[src/rtl/alu_pkg.sv]
// Shared encodings for the ALU issue controller: ALU control codes,
// ALUOp/funct fields and the issue FSM state type.
package alu_pkg;

    typedef enum logic [3:0] {
        ALU_AND = 4'b0000,
        ALU_OR  = 4'b0001,
        ALU_ADD = 4'b0010,
        ALU_SUB = 4'b0110,
        ALU_SLT = 4'b0111,
        ALU_NOR = 4'b1100
    } alu_code_e;

    localparam logic [1:0] ALUOP_ADD   = 2'b00;
    localparam logic [1:0] ALUOP_SUB   = 2'b01;
    localparam logic [1:0] ALUOP_FUNCT = 2'b10;
    localparam logic [1:0] ALUOP_ILL   = 2'b11;

    localparam logic [5:0] FUNCT_ADD = 6'b100000;
    localparam logic [5:0] FUNCT_SUB = 6'b100010;
    localparam logic [5:0] FUNCT_AND = 6'b100100;
    localparam logic [5:0] FUNCT_OR  = 6'b100101;
    localparam logic [5:0] FUNCT_NOR = 6'b100111;
    localparam logic [5:0] FUNCT_SLT = 6'b101010;

    typedef enum logic [1:0] {
        ST_IDLE   = 2'd0,
        ST_DRIVE  = 2'd1,
        ST_SAMPLE = 2'd2,
        ST_DONE   = 2'd3
    } issue_state_e;

endpackage

[src/rtl/alu_ctrl_dec.sv]
// Combinational ALUOp/funct decoder producing the 4-bit ALU control code
// and an illegal flag for encodings the ALU does not implement.
module alu_ctrl_dec
    import alu_pkg::*;
(
    input  logic [1:0] aluop,
    input  logic [5:0] funct,
    output logic [3:0] code,
    output logic       illegal
);

    always_comb begin
        code    = ALU_AND;
        illegal = 1'b0;
        unique case (aluop)
            ALUOP_ADD: code = ALU_ADD;
            ALUOP_SUB: code = ALU_SUB;
            ALUOP_FUNCT: begin
                case (funct)
                    FUNCT_ADD: code = ALU_ADD;
                    FUNCT_SUB: code = ALU_SUB;
                    FUNCT_AND: code = ALU_AND;
                    FUNCT_OR:  code = ALU_OR;
                    FUNCT_NOR: code = ALU_NOR;
                    FUNCT_SLT: code = ALU_SLT;
                    default:   illegal = 1'b1;
                endcase
            end
            ALUOP_ILL: illegal = 1'b1;
            default:   illegal = 1'b1;
        endcase
    end

endmodule

[src/rtl/alu_issue_ctrl.sv]
// Issues one decoded operation at a time to a registered 32-bit ALU and
// returns the captured result and flags over a valid/ready response port.
//
// state  | meaning
// IDLE   | ready for a request; alu_* hold the last issued operation
// DRIVE  | operands/code held on the ALU for ALU_LAT cycles
// SAMPLE | ALU outputs valid; captured into out_*
// DONE   | response presented until out_ready
module alu_issue_ctrl
    import alu_pkg::*;
#(
    parameter int W       = 32,
    parameter int ALU_LAT = 1
) (
    input  logic         clk,
    input  logic         rst_n,

    input  logic         in_valid,
    output logic         in_ready,
    input  logic [1:0]   in_aluop,
    input  logic [5:0]   in_funct,
    input  logic [W-1:0] in_a,
    input  logic [W-1:0] in_b,

    output logic [W-1:0] alu_src1,
    output logic [W-1:0] alu_src2,
    output logic [3:0]   alu_ctrl,
    input  logic [W-1:0] alu_result,
    input  logic         alu_zero,
    input  logic         alu_cout,
    input  logic         alu_overflow,

    output logic         out_valid,
    input  logic         out_ready,
    output logic [W-1:0] out_result,
    output logic         out_zero,
    output logic         out_cout,
    output logic         out_overflow,
    output logic         out_illegal
);

    localparam logic [3:0] CNT_INIT = 4'(ALU_LAT - 1);

    issue_state_e state;
    logic [3:0]   cnt;
    logic [3:0]   dec_code;
    logic         dec_illegal;

    alu_ctrl_dec u_dec (
        .aluop   (in_aluop),
        .funct   (in_funct),
        .code    (dec_code),
        .illegal (dec_illegal)
    );

    always_ff @(posedge clk or negedge rst_n) begin
        if (!rst_n) begin
            state        <= ST_IDLE;
            cnt          <= '0;
            in_ready     <= 1'b0;
            alu_src1     <= '0;
            alu_src2     <= '0;
            alu_ctrl     <= 4'b0000;
            out_valid    <= 1'b0;
            out_result   <= '0;
            out_zero     <= 1'b0;
            out_cout     <= 1'b0;
            out_overflow <= 1'b0;
            out_illegal  <= 1'b0;
        end else begin
            unique case (state)
                ST_IDLE: begin
                    // in_ready is low only in the first cycle out of reset
                    if (in_valid && in_ready) begin
                        in_ready <= 1'b0;
                        if (!dec_illegal) begin
                            alu_src1 <= in_a;
                            alu_src2 <= in_b;
                            alu_ctrl <= dec_code;
                            cnt      <= CNT_INIT;
                            state    <= ST_DRIVE;
                        end else begin
                            out_result   <= '0;
                            out_zero     <= 1'b0;
                            out_cout     <= 1'b0;
                            out_overflow <= 1'b0;
                            out_illegal  <= 1'b1;
                            out_valid    <= 1'b1;
                            state        <= ST_DONE;
                        end
                    end else begin
                        in_ready <= 1'b1;
                    end
                end
                ST_DRIVE: begin
                    if (cnt == 4'd0) begin
                        state <= ST_SAMPLE;
                    end else begin
                        cnt <= cnt - 4'd1;
                    end
                end
                ST_SAMPLE: begin
                    out_result   <= alu_result;
                    out_zero     <= alu_zero;
                    out_cout     <= alu_cout;
                    out_overflow <= alu_overflow;
                    out_illegal  <= 1'b0;
                    out_valid    <= 1'b1;
                    state        <= ST_DONE;
                end
                ST_DONE: begin
                    if (out_ready) begin
                        out_valid <= 1'b0;
                        in_ready  <= 1'b1;
                        state     <= ST_IDLE;
                    end
                end
                default: begin
                    state    <= ST_IDLE;
                    in_ready <= 1'b1;
                end
            endcase
        end
    end

endmodule

[config.mk]
export PLATFORM = sky130hd
export DESIGN_NAME = alu_issue_ctrl
export DESIGN_NICKNAME = d
export VERILOG_FILES = /design/src/rtl/alu_pkg.sv /design/src/rtl/alu_ctrl_dec.sv /design/src/rtl/alu_issue_ctrl.sv
export SDC_FILE = /design/constraint.sdc
export NUM_CORES = 1
export LEC_CHECK = 0
export ABC_AREA = 1
export CAP_MARGIN = 20
export CORE_MARGIN = 3
export CORE_UTILIZATION = 35
export DETAILED_ROUTE_END_ITERATION = 6
export GPL_TIMING_DRIVEN = 0
export PLACE_DENSITY = 0.68
export SYNTH_ARGS = -nofsm -noshare
export SYNTH_HDL_FRONTEND = slang
export SYNTH_SLANG_ARGS = --single-unit
[constraint.sdc]
create_clock -name clk -period 5.5 [get_ports clk]
set_input_delay 1.1 -clock clk [delete_from_list [all_inputs] [get_ports clk]]
set_output_delay 1.1 -clock clk [all_outputs]
set_load 0.05 [all_outputs]
Word-level counts from Yosys, hierarchy flattened
Index checks and enable logic that the tools add are counted.

Register bits: 112. Logic and storage cells: 76.

Add/subtract/negate cells: 1. Eq/ne operators: 18. Muxes and demuxes: 29. Bitwise gates (word level): 1. Reduce and logical (&&, ||, !) cells: 15.

Operators with widths (count): two-way mux 32 bit (2); case mux 32 bit (2 select lines) (1); == test 6 bit, second input constant (6); case mux 4 bit (5 select lines) (1); two-way mux 4 bit (3); inequality test 2 bit, second input constant (6); case mux 1 bit (2 select lines) (6); case mux 4 bit (3 select lines) (1); AND reduction 3 bit (3); == test 2 bit, second input constant (4); two-way mux 1 bit (8); two-way mux 2 bit (4); case mux 2 bit (4 select lines) (1); case mux 4 bit (2 select lines) (1); AND reduction 4 bit (2); nonzero test 2 bit (3); OR reduction 6 bit (1); == test 2 x 1 -> 1 bit, second input constant (2); zero test 2 bit (2); zero test 4 bit (1); subtractor 4 x 1 -> 4 bit, second input constant (1); case mux 1 bit (3 select lines) (1); nonzero test 3 bit (1); AND reduction 2 bit (1); 2 further kinds (2).

Depth between registers and ports, before layout
Gate-level depths: netlist of run 1.

Depth in word-level cells: 7. Mapped depth: 11.

Cells and area by module
A second synthesis of run 1 with hierarchy kept.

Cells, all modules: 546. Area, all modules: 4815.9 um^2.

By module, submodules not included: alu_issue_ctrl (instances 1, cells an instance 520, area each 4683.2 um^2); alu_ctrl_dec (instances 1, cells an instance 26, area each 132.6 um^2).

Least setup slack after synthesis of run 1
Ideal clock, no wire load.

Kind: input to register. Start: in in_funct[3]. End: reg alu_src1[10]. Arrival time: 2019 ps. Data required time: 5381 ps. Path slack: 3362 ps. Stages on the path: 10. Path through: inv_1 > nand2_1 > nor2_1 > o211ai_1 > nand2_4 > nand3_2 > buf_6 > buf_6 > nand2_1 > nand2_1.

Cells in the longest elaborated chain, start to end: 6.

RTL lines: start: declaration (RTL line alu_issue_ctrl.sv:21) `input logic [5:0] in_funct,`; == test 6 bit (RTL line alu_ctrl_dec.sv:19) `case (funct)`; OR reduction 6 bit (no line) (*); two-way mux 1 bit (*) (RTL line alu_ctrl_dec.sv:19); case mux 1 bit (2 select lines) (*) (RTL line alu_ctrl_dec.sv:15) `unique case (aluop)`; NOT 1 bit (no line) (*); AND reduction 3 bit (no line) (*); end signal: assignment (RTL line alu_issue_ctrl.sv:77) `alu_src1 <= in_a;`; end: declaration (RTL line alu_issue_ctrl.sv:25) `output logic [W-1:0] alu_src1,`.

Every way passes the cells marked *; elsewhere a longest branch is shown, timed or not. A chain may end at the register's enable or synchronous reset.

Final worst setup path of run 1
Start: reg in_ready. End: out in_ready.

RTL lines: start: declaration (RTL line alu_issue_ctrl.sv:19) `output logic in_ready,`; start signal: assignment (RTL line alu_issue_ctrl.sv:60) `in_ready <= 1'b0;`; start signal: assignment (RTL line alu_issue_ctrl.sv:75) `in_ready <= 1'b0;`; start signal: assignment (RTL line alu_issue_ctrl.sv:92) `in_ready <= 1'b1;`.

No word-level cell between the ends.

==> flow_metrics.tcl, run 1 <==
set metrics [dict create \
    syn_inst 606 \
    cp-startpoint "in_ready" \
    power.share.sequential_pct 26.9 \
    post_synthesis_share_of_cell_area_spent_on_xor_and_xnor_gates_pct 0.337 \
    final-seq-area_mm2 0.00280 \
    grt_pass1_wl_mm 24.9 \
    finalHoldWorstSlack_ns 0.470 \
    min_period_over_period_pct 48.8 \
    unrepaired_setup_endpoints_after_global_routing "false" \
    post-synth-top-count-cell "nand2_1" \
    vias_in_the_first_global_route 4911 \
    num-fill-cells 1288 \
    p_leak_nw 3.78 \
    antenna_found_initial 0 \
    tritoncts.num_buffers 9 \
    clock_tree_from_tritoncts "done" \
    crit-reg2reg-launch "state[1]" \
    holdCritStartpoint "alu_src2[27]" \
    port-buffer-count 216 \
    synth_top_family_by_area "simple AND/OR/NAND/NOR gates" \
    vdd_ir_drop_max_mv 0.241 \
    async_flop_share_pct 100 \
    global_route.overflow_total 0 \
    timing.final.setup_violations 0 \
    crit_path_end_kind "output port" \
    cp.buffers_inverters 1 \
    hpwl_mm 12.2 \
    numPlacedInstances 1003 \
    instances_no_fill 1019 \
    area_of_the_multi_input_gates_mm2 0.00208 \
    cts-htree-levels 3 \
    gr-usage-all-layers_pct 19.1 \
    achievable-frequency_mhz 373 \
    clockRootBuffer "clkbuf_16" \
    clk_pin_slew_worst_paths_ns 0.07 \
    cts.sinks 112 \
    power.switching_mw 2.72 \
    cellPowerDensity_mw_per_mm2 667 \
    postCtsHoldBufs 0 \
    ys_seq_area_share_pct 53.9 \
    slew_viol_final 0 \
    min-delay-path-class "reg2reg" \
    stdcell_area_mm2 0.00790 \
    fp.dieW_um 128 \
    maximum_number_of_pins_on_one_net_before_global_route_repair 58 \
    via_count 4992 \
    mappedNetlistArea_mm2 0.00520 \
    timing.max_cap.violations 0 \
    detail_route.first_pass.iterations 5 \
    netlist.area_leader.share_pct 53.9 \
    comb_power_share_pct 61.1 \
    max_slew_margin_pct 49.3 \
    synth_fa_ha_area_share_pct 1.68 \
    design.portCount 217 \
    slowest_delay_ns 0.85 \
    avgViaCountPerCell 4.90 \
    mappedNetlistNets 724 \
    core_area_mm2 0.0142 \
    clkLatencyLatePin_ns 0.35 \
    net_sw_share_pct 51.7 \
    synth-edff-count 0 \
    worst_setup_path_start_kind "register" \
    number_of_routed_nets_with_antenna_violations 0 \
    criticalPathCategory "reg2out" \
    antenna_cells 0 \
    yosys.cell_types.count 28 \
    cts.repair.resized 0 \
    yosys-top-cells-count "276 x nand2_1, 112 x dfrtp_1, 65 x nand4_1, 36 x nand3b_1, 16 x nor2_1" \
    drt-wirelength-per-cell_um 15.6 \
    cp_data_required_time_ns 4.40 \
    power_internal_mw 2.54 \
    avgSynthCellArea_um2 8.58 \
    placed_cell_area_mm2 0.00761 \
    timing.critical_path.fanout_max 3 \
    synth_largest_area_cell "dfrtp_1" \
    clock_power_share_pct 12.0 \
    drt_iter0_drc 290 \
    worst-slew-pin-transition_ns 0.760 \
    syn_to_final_growth_pct 51.9 \
    dieHeight_um 128 \
    critical-path-top-delay-family "buffers and inverters" \
    timing.final.hold_violations 0 \
    synth.top_cells.by_area "dfrtp_1 54%, nand2_1 20%, nand4_1 7.8%" \
    critPathArrivalTime_ns 1.58 \
    worstPathCellList "clkdlybuf4s50_1" \
    layout_min_cycle_time_ns 2.68 \
    outcome "complete, no violations" \
    post_synth_mux_area_share_pct 0 \
    initial_cell_density_of_the_core_pct 36.6 \
    design.die.area_mm2 0.0164 \
    place.gp.congestion 0.825 \
    synth_simple_gate_area_share_pct 37.0 \
    total_power_mw 5.26 \
    final.setup_skew_ns 0.00601 \
    rows 43 \
    ys.flop_type "dfrtp_1" \
    fin_util_pct 55.6 \
    synth-compound-area-share_pct 0.939 \
    finalNetCount 952 \
    post-route-drc-count 0 \
    worst_path_max_delay_cell "clkdlybuf4s50_1" \
    final_layout_size_suffix_gt1_share_pct 6.56 \
    finalWirelength_mm 15.9 \
    synth_warnings 0 \
    postSynthRegisterBits 112 \
    cts.path.max_buffers 2 \
    cts_setup_buffers 0 \
]
## worst register-to-register path: cells and delay by family (launching register included)
family | cells | cell delay [ns]
simple gates | 2 | 0.27
fa+ha+maj | 1 | 0.16
flops | 1 | 0.40
buf+inv | 4 | 1.24
## area by class of cell
type | count | share of cell area [%]
plain buffers | 43 | 3.22
clock buffers | 11 | 3.07
clock inverters | 5 | 0.523
inverters | 17 | 0.808
multi-input cells | 434 | 26.3
flip-flops and latches | 112 | 35.5
well taps | 180 | 2.85
repair buffers | 217 | 27.7
## worst paths after layout
| kind | to | slack [ns] | cells after the start |
|---|---|---|---|
| max | in_ready | 2.82 | 1 |
| min | alu_src2[27] | 0.47 | 2 |
| max reg2reg | alu_src2[28] | 3.36 | 7 |
| min reg2reg | alu_src2[27] | 0.47 | 2 |
| max in group asynchronous | alu_src1[1] | 3.96 | 2 |
| min in group asynchronous | out_result[25] | 0.81 | 1 |
## flip-flops by register name, indices dropped and copies added (netlist names), 2 cells and up
name,flops
cnt,4
alu_ctrl,4
state,2
alu_src1,32
out_result,32
alu_src2,32
## per-layer routing
layer	part of all wire, %	track usage (%)	up-vias
met2	52	33.2	135
met1	41	23.3	2400
met4	2.4	6.30	0
li1	-	-	2435
met3	4.9	4.54	22
met5	0	0	-
## cell families (layout without fill, tap and decap cells)
family	count (synthesis)	after routing
DFF	112	112
and+or+nand+nor	417	417
adders and majority gates	7	7
AOI/OAI and AO/OA	8	8
xor gates and xnor gates	2	2
buffers and inverters	60	293
## cells in the final DEF, fill, tap and decap left out, drive strengths merged
| cell type | Yosys | layout |
|---|---|---|
| dfrtp | 112 | 112 |
| o21ai | 1 | 1 |
| nand3 | 14 | 14 |
| nor2 | 20 | 20 |
| clkdlybuf4s50 | 0 | 215 |
| clkbuf | 14 | 25 |
| nand3b | 36 | 36 |
| inv | 16 | 17 |
| nor3 | 1 | 1 |
| buf | 29 | 31 |
| nand4 | 65 | 65 |
| clkinv | 1 | 4 |
| a22o | 1 | 1 |
| ha | 7 | 7 |
| a21oi | 4 | 4 |
| clkinvlp | 0 | 1 |
| xnor2 | 2 | 2 |
| o211ai | 1 | 1 |
| a22oi | 1 | 1 |
| nand2 | 280 | 280 |
| or2 | 1 | 1 |
## power by group through the flow
stage               Combinational [mW]  Sequential (mW)  Clock (mW)
CTS                               3.25             1.41       0.653
global route                      3.43             1.46       0.685
global placement                  3.20             1.41           0
finish                            3.22             1.41       0.631
floorplan                        0.859             2.65           0
detailed placement                3.24             1.42           0
## through the flow
stage / setup TNS, ns / worst slack, ns
2_1_floorplan: 0 / 3.36
3_3_place_gp: -112.55 / -1.01
3_5_place_dp: 0 / 2.59
4_1_cts: 0 / 2.79
5_1_grt: 0 / 2.78
6_report: 0 / 2.82
Note: power is estimated with default switching activity, not from simulation.
==> inputs of run 2 (changes only) <==
- PLACE_DENSITY: 0.68 -> 0.7
- clock period: 5.5 -> 2.33 ns (I/O delays scaled with it)
==> run 2 against run 1 <==
Net effect: flip-flop and latch count did not move; first-iteration DRC count decreased by 7.6%; cell count about the same; final area up 0.16%; wire length fell by 2.3%; clock power rose by 150%; via count is 2.7% lower; sequential share of layout area is 0.056 points lower; largest power group unchanged.
==> flow_metrics.tcl, run 2 (synthesis results as in run 1) <==
set metrics [dict create \
    timing.final.hold_violations 0 \
    achievable-frequency_mhz 478 \
    crit_path_end_kind "register" \
    hpwl_mm 11.5 \
    max_slew_margin_pct 62.4 \
    global_route.overflow_total 0 \
    detailedPlace.worstSlack_ns 0.0321 \
    placed_cell_area_mm2 0.00761 \
    biggestRegsByFlops "alu_src1 (32), alu_src2 (32), out_result (32)" \
    design.die.area_mm2 0.0164 \
    timing.max_cap.violations 0 \
    cts-htree-levels 3 \
    clockRootBuffer "clkbuf_16" \
    layout_min_cycle_time_ns 2.09 \
    post-route-drc-count 0 \
    cts.sinks 112 \
    setup_total_negative_slack_ns 0 \
    initial_cell_density_of_the_core_pct 36.6 \
    slew_viol_final 0 \
    tritoncts.num_buffers 9 \
    finalNetCount 952 \
    mostFrequentLayoutCell "nand2_1" \
    antenna_cells 0 \
    unrepaired_setup_endpoints_after_global_routing "false" \
    cts.repair.resized 0 \
    finalHoldWorstSlack_ns 0.0548 \
    vias_in_the_first_global_route 4805 \
    setup_ws_post_layout_ns 0.237 \
    port-buffer-count 216 \
    clock_tree_from_tritoncts "done" \
    dieHeight_um 128 \
    num-fill-cells 1320 \
    final.setup_skew_ns 0.00883 \
    cts_setup_buffers 0 \
    critPathArrivalTime_ns 2.39 \
    antenna_found_initial 0 \
    drt-wirelength-per-cell_um 15.3 \
    min-delay-path-class "in2async" \
    vdd_ir_drop_max_mv 0.804 \
    place.gp.congestion 0.839 \
    p_leak_nw 3.78 \
    min_period_over_period_pct 89.8 \
    core_area_mm2 0.0142 \
    cts.path.max_buffers 2 \
    grt_pass1_wl_mm 25.1 \
    fp.dieW_um 128 \
    numPlacedInstances 1003 \
    cp_data_required_time_ns 2.62 \
    worst_setup_path_start_kind "register" \
    syn_to_final_growth_pct 52.1 \
    detail_route.first_pass.iterations 4 \
    final_layout_size_suffix_gt1_share_pct 6.56 \
    maximum_number_of_pins_on_one_net_before_global_route_repair 63 \
    via_count 4858 \
    stdcell_area_mm2 0.00791 \
    worst-slew-pin-transition_ns 0.562 \
    clkLatencyLatePin_ns 0.35 \
    gr-usage-all-layers_pct 19.3 \
    criticalPathCategory "reg2reg" \
    cellPowerDensity_mw_per_mm2 1580 \
    mostFrequentLayoutCells "276 x nand2_1, 215 x clkdlybuf4s50_1, 112 x dfrtp_1" \
    number_of_routed_nets_with_antenna_violations 0 \
    postCtsHoldBufs 0 \
    instances_no_fill 1018 \
    outcome "complete, no violations" \
    rows 43 \
    finalWirelength_mm 15.5 \
    timing.final.setup_violations 0 \
    clk_pin_slew_worst_paths_ns 0.07 \
    avgViaCountPerCell 4.77 \
    timing.critical_path.fanout_max 10 \
    drt_iter0_drc 268 \
    design.portCount 217 \
]
==> run 2: cell count changes in the layout (fill, tap and decap cells not counted) <==
cell	change
buf_6	+1
inv_6	+2
buf_4	-1
inv_8	-1
clkbuf_8	-1
clkinvlp_4	+1
bufinv_16	+1
clkbuf_1	-1
clkinv_4	-2
==> run 2: worst paths after layout <==
check | start | endpoint | slack (ns) | depth (start not counted)
max | state[1] | alu_src1[12] | 0.24 | 7
min in group clk | out_result[14] | out_result[14] | 0.47 | 2
min reg2reg | out_result[14] | out_result[14] | 0.47 | 2
max reg2reg | state[1] | alu_src1[12] | 0.24 | 7
max in group asynchronous | rst_n | alu_src1[6] | 1.59 | 2
min | rst_n | out_result[26] | 0.05 | 1
==> run 2: cell type report <==
type	count	area (um2)	area share [%]
multi-input combinational	434	2080	26.3
sequential	112	2800	35.4
timing repair buffer	217	2190	27.7
inverter	17	63.8	0.807
clock inverter	6	67.6	0.854
tap	180	225	2.85
buffer	43	254	3.21
clock buffer	9	225	2.85
==> run 2: metrics by stage <==
step	utilization (%)	total power, mW
2_1_floorplan	-	8.29
3_3_place_gp	53.4	10.9
3_5_place_dp	53.6	11.0
4_1_cts	55.7	12.6
5_1_grt	55.7	13.2
6_report	55.7	12.5
==> run 2: layer usage <==
layer | share of wire (%) | up-vias | wire length [um] | global-route usage [%]
li1 | - | 2426 | - | -
met1 | 41 | 2271 | 6410 | 24.4
met2 | 50 | 132 | 7710 | 31.7
met3 | 5.9 | 29 | 915 | 4.71
met4 | 3.2 | 0 | 502 | 7.87
met5 | 0 | - | 0 | 0
==> run 2: critical path, cell delays in order, from the launching register on <==
cell      delay [ns]
dfrtp_1         0.40
inv_1           0.12
ha_1            0.15
buf_2           0.24
clkbuf_1        0.45
clkbuf_1        0.40
nand4_1         0.17
nand2_1         0.10
==> run 2: power by group <==
group,switching (mW),internal [mW]
logic,5.19,2.41
registers,0.471,2.83
clock network,0.734,0.835
total,6.40,6.07
==> inputs of run 3 (changes only) <==
- CAP_MARGIN: 20 -> 10
==> results of run 3 <==
The final DEF is identical to that of run 2; final timing and power are the same.
==> variant 1 (settings of run 2) <==
Change the parameter `W` from 32 to 16.
--- a/src/rtl/alu_issue_ctrl.sv
+++ b/src/rtl/alu_issue_ctrl.sv
@@ -9,7 +9,7 @@
 module alu_issue_ctrl
     import alu_pkg::*;
 #(
-    parameter int W       = 32,
+    parameter int W       = 16,
     parameter int ALU_LAT = 1
 ) (
     input  logic         clk,
Interface: changed (6 resized); port bits go from 217 to 121. The function was not compared with the original's and may differ.
==> variant 1 against run 2 <==
Worst setup slack gained 32 ps; cell area shrank 41%; clock skew grew 2.2 ps; via count shrank 38%; hold slack gained 170 ps; synthesized area shrank 40%; total power shrank 46%; sequential cell count shrank 48; routed wire length shrank 45%; global-route usage shrank 1.9 points; critical endpoint is now alu_src2[0].
==> variant 1: results <==
{
  "status": "finished clean",
  "seq_area_frac_synth": 0.512,
  "final.clkbuf_count": 14,
  "nNetsFinal": 593,
  "area_growth_pct": 50.0,
  "synth_top_cells_by_area": "dfrtp_1 (51%), nand2_1 (21%), nand4_1 (7.4%)",
  "multi_input_cells": 271,
  "r2r-end": "alu_src2[0]",
  "placedCellCount": 617,
  "gp_congestion": 0.903,
  "wl_met1_um": 3730,
  "ys_ff_latch": 64,
  "synth_area_per_cell_um2": 7.97,
  "drive_above_1_share": 0.0644,
  "grt_pass1_wl_um": 14000,
  "p_leak_nw": 2.43,
  "num-nonclk-inverters": 34,
  "whs_ps": 228,
  "wl_per_cell_um": 13.5,
  "clk_share": 0.0496,
  "grt_max_degree": 65,
  "synth-compound-area-share": 0.0116,
  "initialDrtViolationCount": 99,
  "synthAdderAreaFrac": 0.0280,
  "fin_skew_ps": 11.0,
  "dp_slack_ps": 112,
  "post_dp_cell_area_mm2": 0.00446,
  "nonClkBufAreaFrac": 0.283,
  "grtUsageTotal": 0.174,
  "n_fill_cell": 798,
  "die_area_mm2": 0.0101,
  "ir_drop_v": 0.000615,
  "dp_hpwl_um": 6370,
  "rrSetupSlack_ps": 270,
  "synthXorXnorAreaFrac": 0.00560,
  "io_buffers": 120,
  "ff_latch_area_mm2": 0.00160,
  "via_per_inst": 4.76,
  "root_buffer": "clkbuf_8",
  "swShare": 0.486,
  "slew_headroom": 0.451,
  "vias": 3010
}
[variant 1: cell count changes in the layout (fill, tap and decap cells not counted), moves of 9 or more]
cell             delta
clkbuf_16           -9
clkbuf_8           +12
clkdlybuf4s50_1    -96
dfrtp_1            -48
inv_1              +19
nand2_1           -105
nand3_1            +15
nand3b_1           -35
nand4_1            -28
[variant 1: power groups by stage]
stage,Combinational [mW],Sequential (mW),Clock [mW]
6_report,3.80,1.79,1.11
5_1_grt,4.15,1.85,1.18
4_1_cts,3.85,1.79,1.14
3_5_place_dp,3.84,1.81,0
3_3_place_gp,3.78,1.80,0
2_1_floorplan,1.27,3.08,0
[variant 1: cells by family after synthesis]
family                     count (synthesis)
adders and majority gates                  7
xor gates and xnor gates                   2
DFF                                       64
and+or+nand+nor                          256
AOI/OAI and AO/OA                          6
buffers and inverters                     57
[variant 1: routing by layer]
metal / global-route usage / up-vias
met4: 0.0653 / 0
met2: 0.296 / 96
met1: 0.211 / 1392
met5: 0 / -
met3: 0.0443 / 14
li1: - / 1508
==> variant 2 (config.mk and constraints of run 2) <==
Made on the original files. The 4 states of `issue_state_e` get a one-hot encoding in 4 bits.
--- a/src/rtl/alu_pkg.sv
+++ b/src/rtl/alu_pkg.sv
@@ -23,11 +23,11 @@
     localparam logic [5:0] FUNCT_NOR = 6'b100111;
     localparam logic [5:0] FUNCT_SLT = 6'b101010;
 
-    typedef enum logic [1:0] {
-        ST_IDLE   = 2'd0,
-        ST_DRIVE  = 2'd1,
-        ST_SAMPLE = 2'd2,
-        ST_DONE   = 2'd3
+    typedef enum logic [3:0] {
+        ST_IDLE   = 4'b0001,
+        ST_DRIVE  = 4'b0010,
+        ST_SAMPLE = 4'b0100,
+        ST_DONE   = 4'b1000
     } issue_state_e;
 
 endpackage
Function: no difference found for any inputs over 4 cycles, from zero or initial values and one cycle with rst_n low; so few cycles prove little.
==> variant 2 against run 2 <==
Sequential cell count grew 2; register-to-register slack gained 470 ps; worst setup slack gained 25 ps; non-clock buffer count shrank 20; critical endpoint is now out_result[4]; hold slack gained 390 ps; sequential power shrank 12%; synthesized area shrank 10%; utilization grew 3.9 points; critical path depth shrank 6; routed wire length shrank 13%; via count shrank 12%; cell area shrank 3.4%; critical path type is now reg -> out; total power shrank 20%.
==> variant 2: results <==
{
  "top_regs": "alu_src1: 32 flops, alu_src2: 32 flops, out_result: 32 flops",
  "ir_drop_v": 0.000435,
  "io_buffers": 216,
  "ys_types": 27,
  "antennaDiodeCount": 0,
  "synth_top_cells_by_area": "dfrtp_1 (61%), nand2_1 (25%), nand2_2 (2.8%)",
  "critPathMaxFanout": 2,
  "critPathMaxStageDelay_ps": 840,
  "grt_util_met1": 0.219,
  "grt_pass1_wl_um": 21500,
  "met3_usage": 0.0448,
  "initialDrtViolationCount": 232,
  "p_sw_mw": 4.27,
  "slew_headroom": 0.628,
  "dr.pass1.iters": 4,
  "nNetsFinal": 880,
  "n_fill_cell": 1113,
  "synth_common_cells": "nand2_1 (306), dfrtp_1 (113), nand2_2 (21)",
  "arrival_ps": 1600,
  "p_leak_nw": 3.82,
  "postSynthNetCount": 643,
  "rrSetupSlack_ps": 710,
  "placedCellCount": 919,
  "cts_resized": 0,
  "seq_area_frac_synth": 0.612,
  "cts_buffer_depth": 2,
  "fin_skew_ps": 9.62,
  "htree_levels": 4,
  "clock_latency_ps": 410,
  "root_buffer": "clkbuf_16",
  "critPathTopFamily": "buffers and inverters",
  "post_cts_buffers": 0,
  "status": "finished clean",
  "drive_above_1_share": 0.0988,
  "yosys_warnings": 0,
  "dp_hpwl_um": 10100,
  "path_clk_slew_ps": 50,
  "grtUsageTotal": 0.187,
  "grt_max_degree": 90,
  "via_per_inst": 4.50,
  "cts_made_buffers": 17,
  "cp_slowest_cell": "clkdlybuf4s50_1",
  "gp_congestion": 0.829,
  "cts_hold_buffers": 1,
  "first_global_vias": 4378,
  "ys_async_sr_fraction": 1.00,
  "use_met2": 0.322,
  "post-route-drc-count": 0,
  "stdcell_count": 951,
  "synth_area_per_cell_um2": 8.80,
  "wl_per_cell_um": 14.1,
  "hp-class": "reg -> reg",
  "antenna_found_initial": 0
}
[variant 2: cell count changes in the layout (fill, tap and decap cells not counted), moves of 5 or more]
cell	change
nand4_1	-63
nand3b_1	-35
o21ai_0	+5
buf_4	-8
nor2_1	-6
nand2_1	+30
clkbuf_16	+8
nand2_2	+18
clkbuf_1	-7
ha_1	-5
clkbuf_8	+5
[variant 2: cell families (layout without fill, tap and decap cells)]
| group | Yosys count | in the layout | synth area share |
|---|---|---|---|
| DFF | 114 | 114 | 0.612 |
| adders and majority gates | 2 | 2 | 0.00537 |
| buffers and inverters | 42 | 291 | 0.0561 |
| xor gates and xnor gates | 2 | 2 | 0.00376 |
| AOI/OAI and AO/OA | 14 | 14 | 0.0161 |
| and+or+nand+nor | 356 | 356 | 0.306 |
[variant 2: final timing paths]
kind,from,end,cells past startpoint
worst min register to register,cnt[0],cnt[0],1
worst max-delay path,out_result[4],out_result[4],1
min in group asynchronous,rst_n,alu_src2[15],2
worst min-delay path,cnt[0],cnt[0],1
max in group asynchronous,rst_n,state[0],3
worst max register to register,state[0],alu_src1[6],7
[variant 2: per-layer routing]
layer	part of all wire	routed length, um
met1	0.41	5450
met4	0.025	330
met2	0.52	6960
met3	0.053	711
met5	0	0
[variant 2: worst register-to-register path: stages (launching register included)]
cell	delay, ps
dfstp_2	550
nand3_1	100
nor2_1	230
nand2_2	130
buf_6	160
buf_2	190
nand2_1	90
nand2_1	60
[variant 2: area by class of cell]
class	instances	share of cell area
Clock inverter	5	0.00655
Buffer	22	0.0244
Inverter	20	0.00983
Multi-Input combinational cell	374	0.202
Sequential cell	114	0.374
Tap cell	172	0.0282
Timing Repair Buffer	218	0.288
Clock buffer	26	0.0667
[variant 2: power by group through the flow]
stage	Clock [mW]	Sequential [mW]	Combinational, mW
floorplan	0	4.86	1.07
global placement	0	2.91	4.69
detailed placement	0	2.93	4.74
CTS	2.46	2.91	4.76
finish	2.41	2.91	4.71
global route	2.58	2.98	5.01
[variant 2: through the flow]
stage / hold WS (ps) / worst slack [ps] / total power [mW] / util / cell area [um2]
2_1_floorplan: 170 / 766 / 5.93 / - / 4660
3_3_place_gp: 433 / -3560 / 7.59 / 0.549 / 7040
3_5_place_dp: 341 / 101 / 7.67 / 0.551 / 7070
4_1_cts: 452 / 239 / 10.1 / 0.596 / 7640
5_1_grt: 484 / 205 / 10.6 / 0.596 / 7640
6_report: 448 / 262 / 10.0 / 0.596 / 7640
